File: src/rtl/uart_rx.sv
// 8N1 asynchronous serial receiver with a level-valid / read-acknowledge byte interface.
// Flags framing errors (one-cycle pulse) and overruns (sticky until the byte is read).
module uart_rx (
    input  logic        clock_i,
    input  logic        reset_i,
    input  logic [15:0] clock_divider_i,
    input  logic        serial_i,
    input  logic        read_i,
    output logic [7:0]  data_o,
    output logic        valid_o,
    output logic        frame_error_o,
    output logic        overrun_o,
    output logic        busy_o
);

    typedef enum logic [2:0] {StIdle, StStart, StData, StStop, StWaitHigh} state_e;

    state_e      state_q;
    logic        s1_q, s2_q;
    logic [15:0] cnt_q;
    logic [15:0] plim_q;   // P - 1
    logic [15:0] hlim_q;   // H - 1
    logic [2:0]  bit_q;
    logic [7:0]  shift_q;

    logic [15:0] div_clamped;
    logic [15:0] hlim_w;

    // H - 1 = ((div + 1) >> 1) - 1, rearranged so no intermediate exceeds 16 bits.
    always_comb begin
        div_clamped = (clock_divider_i < 16'd2) ? 16'd2 : clock_divider_i;
        hlim_w      = (div_clamped >> 1) + {15'd0, div_clamped[0]} - 16'd1;
    end

    always_ff @(posedge clock_i or negedge reset_i) begin
        if (!reset_i) begin
            s1_q <= 1'b1;
            s2_q <= 1'b1;
        end else begin
            s1_q <= serial_i;
            s2_q <= s1_q;
        end
    end

    always_ff @(posedge clock_i or negedge reset_i) begin
        if (!reset_i) begin
            state_q       <= StIdle;
            cnt_q         <= 16'd0;
            plim_q        <= 16'd2;
            hlim_q        <= 16'd0;
            bit_q         <= 3'd0;
            shift_q       <= 8'h00;
            data_o        <= 8'h00;
            valid_o       <= 1'b0;
            frame_error_o <= 1'b0;
            overrun_o     <= 1'b0;
            busy_o        <= 1'b0;
        end else begin
            frame_error_o <= 1'b0;
            if (read_i && valid_o) begin
                valid_o   <= 1'b0;
                overrun_o <= 1'b0;
            end

            unique case (state_q)
                StIdle: begin
                    cnt_q <= 16'd0;
                    if (!s2_q) begin
                        state_q <= StStart;
                        busy_o  <= 1'b1;
                        plim_q  <= div_clamped;
                        hlim_q  <= hlim_w;
                    end
                end

                StStart: begin
                    if (cnt_q == hlim_q) begin
                        cnt_q <= 16'd0;
                        bit_q <= 3'd0;
                        if (s2_q) begin
                            state_q <= StIdle;
                            busy_o  <= 1'b0;
                        end else begin
                            state_q <= StData;
                        end
                    end else begin
                        cnt_q <= cnt_q + 16'd1;
                    end
                end

                StData: begin
                    if (cnt_q == plim_q) begin
                        cnt_q   <= 16'd0;
                        shift_q <= {s2_q, shift_q[7:1]};
                        bit_q   <= bit_q + 3'd1;
                        if (bit_q == 3'd7) begin
                            state_q <= StStop;
                        end
                    end else begin
                        cnt_q <= cnt_q + 16'd1;
                    end
                end

                StStop: begin
                    if (cnt_q == plim_q) begin
                        cnt_q <= 16'd0;
                        if (s2_q) begin
                            state_q <= StIdle;
                            busy_o  <= 1'b0;
                            // A read in the completion cycle frees the slot for the new byte.
                            if (!valid_o || read_i) begin
                                data_o    <= shift_q;
                                valid_o   <= 1'b1;
                                overrun_o <= overrun_o & ~read_i;
                            end else begin
                                overrun_o <= 1'b1;
                            end
                        end else begin
                            frame_error_o <= 1'b1;
                            state_q       <= StWaitHigh;
                        end
                    end else begin
                        cnt_q <= cnt_q + 16'd1;
                    end
                end

                StWaitHigh: begin
                    if (s2_q) begin
                        state_q <= StIdle;
                        busy_o  <= 1'b0;
                    end
                end

                default: begin
                    state_q <= StIdle;
                    busy_o  <= 1'b0;
                end
            endcase
        end
    end

endmodule

File: config.mk
export PLATFORM = sky130hd
export DESIGN_NAME = uart_rx
export DESIGN_NICKNAME = d
export VERILOG_FILES = /design/src/rtl/uart_rx.sv
export SDC_FILE = /design/constraint.sdc
export NUM_CORES = 1
export LEC_CHECK = 0
export CORE_ASPECT_RATIO = 1.25
export CORE_MARGIN = 1
export CORE_UTILIZATION = 58
export CTS_CLUSTER_DIAMETER = 120
export DETAILED_ROUTE_END_ITERATION = 16
export MAX_ROUTING_LAYER = met4
export PLACE_DENSITY = 0.9
export SLEW_MARGIN = 40
export SYNTH_ARGS = -nofsm -noshare
export SYNTH_HDL_FRONTEND = slang
export SYNTH_SLANG_ARGS = --single-unit
File: constraint.sdc
create_clock -name clock_i -period 2.45 [get_ports clock_i]
set_input_delay 0.49 -clock clock_i [delete_from_list [all_inputs] [get_ports clock_i]]
set_output_delay 0.49 -clock clock_i [all_outputs]
set_load 0.03 [all_outputs]
==> impl_metrics.yaml <==
critical_path:
  critPathSlowestCell: "or4_4"
  worstPathArrival_ns: 2.69
  cp_cell_sequence: "buf_6, or4_4, nor4_4, buf_4, buf_4, a31oi_4, ha_4, ha_4, buf_6, nand3b_1, buf_4, buf_4, a31oi_1"
  endpoint_kind: "flip-flop"
  cp-start-kind: "input port"
  critPathKind: "input port to flip-flop"
  path_max_fanout: 3
  crit_top_cell: "buf_4"
  cp.required_ns: 2.68
  cpPeakStageDelay_ns: 0.56
clocking:
  cts.path.max_buffers: 2
  cts_tree: "built"
  ctsHtreeMaxLevel: 3
  hold_buffers: 0
  clkSlewWorstSetupHoldPaths_ns: 0.07
  cts-buffers-inserted: 9
  cts_root_buffer: "clkbuf_8"
  clock_sinks: 76
  clk_latency_ns: 0.36
sta:
  fin_skew_ns: 0.00659
  worst_pin_slew_ns: 0.395
  slew_headroom_pct: 73.7
  fin_ws_ns: -0.0136
  fin_crit_sh_pct: 101
  rsz0062_at_grt: "true"
  fin_crit_ns: 2.46
  hold_violations: 0
  fmax_ghz: 0.406
  setup_viol: 3
  final_max_slew_viol_count: 0
place:
  place_congestion: 0.895
  pre_cts_ws_ns: -0.595
  dp_hpwl_mm: 6.11
  port_buffers: 31
floorplanning:
  ios: 32
  core.rowCount: 32
  core_mm2: 0.00629
  die_y_um: 93.2
  start_util_pct: 61.4
  die_x_um: 75.0
  fp.dieArea_mm2: 0.00699
grt:
  grt_max_degree: 77
  grt_usage_pct: 28.7
  gr-total-overflow: 0
  antenna_found_initial: 0
  grt_pass1_vias: 3125
  grt_pass1_wl_mm: 14.4
route:
  dr.pass1.iters: 5
  drc_errors: 0
  routedWlPerCell_um: 16.4
  vias: 3123
  drt_iter0_markers: 203
  ant_nets: 0
  via_per_inst: 5.73
  routed_wl_mm: 8.94
final_layout:
  drive_gt1_share_pct: 22.6
  diodes: 0
  area_growth_pct: 25.2
  post-route-util_pct: 76.9
  nets: 480
yosys:
  synth-seq-cells: 76
  synth_nets: 421
  syn_inst: 396
  synth_cell_types: 43
  netlist_area_mm2: 0.00386
  synth_edf_count: 0
  synthFlopType: "dfrtp_1"
  yosys_warnings: 0
  synthArstFlopShare_pct: 100
  ys_seq_area_share_pct: 49.4
  avgSynthCellArea_um2: 9.74
hold_path:
  hold_path_class: "input port to async pin"
power:
  finalPower_w: 0.00417
  power_density_mw_per_mm2: 864
  leakagePower_nw: 2.19
  peakVddDrop_mv: 0.643
run_status:
  failed_checks: "negative setup slack"
  status: "finished with violations"
job:
  max_cap_viol_count: 0
==> cells by family (layout without fill, tap and decap cells) <==
logic type,count (synthesis),count (layout),synth area share (%)
AOI/OAI and AO/OA,53,53,8.40
xor gates and xnor gates,46,46,11.0
adders and majority gates,5,5,1.62
buffers and inverters,33,97,3.44
DFF,76,76,49.4
muxes,20,20,5.77
and+or+nand+nor,163,163,20.4
==> critical path, delay by kind of cell <==
family / cells / cell delay [ns]
fa+ha+maj: 2 / 0.35
compound gates: 2 / 0.16
simple gates: 3 / 0.93
buf+inv: 6 / 0.74
==> layout make-up <==
cell class | instances | area (um2)
clock buffer | 11 | 141
clock inverter | 5 | 75.1
fill | 430 | 1460
inverter | 11 | 41.3
multi-input combinational | 287 | 1950
sequential | 76 | 1910
tap | 85 | 106
timing repair buffer | 70 | 608
==> report_power, final <==
group | leakage, nW | total, W | switching, W | internal, W
clock network | 0.113 | 0.00104 | 0.000444 | 0.000596
registers | 0.968 | 0.00193 | 0.000342 | 0.00158
logic | 1.11 | 0.00120 | 0.000622 | 0.000582
total | 2.19 | 0.00417 | 0.00141 | 0.00276
==> repair_timing <==
item	CTS	global route
setup endpoints to repair	13	14
buffers inserted	3	5
resized for setup	17	16
pin swaps	9	13
==> synthesized netlist by cell type (all sizes together) (2+ instances only) <==
library cell  count  share of area [%]
nand2            78                7.6
dfrtp            73                 47
xnor2            41                9.9
nor2             24                2.3
o21ai            22                2.9
mux2             18                5.3
nand3            16                2.4
clkbuf           15                1.5
a21oi            12                1.6
inv              11                1.1
nand4            11                1.9
nor4              8                1.7
a22o              7                1.6
buf               7               0.91
ha                5                1.6
nand3b            5               0.97
xor2              5                1.1
and3              4               0.65
nor3              4               0.52
a31oi             3               0.49
and2              3               0.49
dfstp             3                2.0
nand2b            3               0.49
a21o              2               0.39
mux2i             2               0.52
or4               2               0.39
==> per-stage QoR <==
step | hold slack (ns) | std cells | TNS [ns] | cell area, um2
floorplan | 0.194 | 396 | -0.0208 | 3900
global placement | 0.347 | 521 | -5.03 | 4480
detailed placement | 0.351 | 521 | -7.20 | 4480
CTS | 0.178 | 540 | 0 | 4770
global route | 0.191 | 545 | -0.515 | 4830
finish | 0.160 | 545 | -0.0209 | 4830
==> metal layers <==
metal  global-route usage (%)  share of wire [%]  vias up
met5                        -                  0        -
met4                     17.6                4.9        0
met3                     5.17                4.2       37
met2                     47.5                 53      103
met1                     31.5                 38     1520
li1                         -                  -     1463
==> final timing paths <==
| check | slack [ns] | cells past startpoint | end | from |
|---|---|---|---|---|
| worst max-delay path | -0.01 | 13 | hlim_q[6]$_DFFE_PN0P_ | clock_divider_i[15] |
| worst min-delay path | 0.16 | 2 | shift_q[1]$_DFFE_PN0P_ | reset_i |
| worst max register to register | 0.17 | 7 | bit_q[0]$_DFFE_PN0P_ | cnt_q[10]$_DFFE_PN0P_ |
| worst min register to register | 0.36 | 0 | s2_q$_DFF_PN1_ | s1_q$_DFF_PN1_ |
| max in group asynchronous | 1.95 | 2 | plim_q[1]$_DFFE_PN1P_ | reset_i |
| min in group clock_i | 0.36 | 0 | s2_q$_DFF_PN1_ | s1_q$_DFF_PN1_ |
==> cell usage in the layout, fill, tap and decap left out, drive strengths merged, types with 2 or more instances in the layout <==
cell type and count:
a21o 2, a21oi 12, a22o 7, a31oi 3, and2 3, and3 4
buf 41, bufinv 2, clkbuf 14, clkdlybuf4s50 23, clkinv 3, dfrtp 73
dfstp 3, dlymetal6s2s 3, ha 5, inv 11, mux2 18, mux2i 2
nand2 78, nand2b 3, nand3 16, nand3b 5, nand4 11, nor2 24
nor3 4, nor4 8, o21ai 22, or4 2, xnor2 41, xor2 5
==> sequential cells by signal, indices dropped and copies added (netlist names), 3 cells and up <==
name / count
cnt_q: 16
hlim_q: 16
plim_q: 16
data_o: 8
shift_q: 8
bit_q: 3
state_q: 3
No activity file was read; power rests on OpenSTA's default activity.
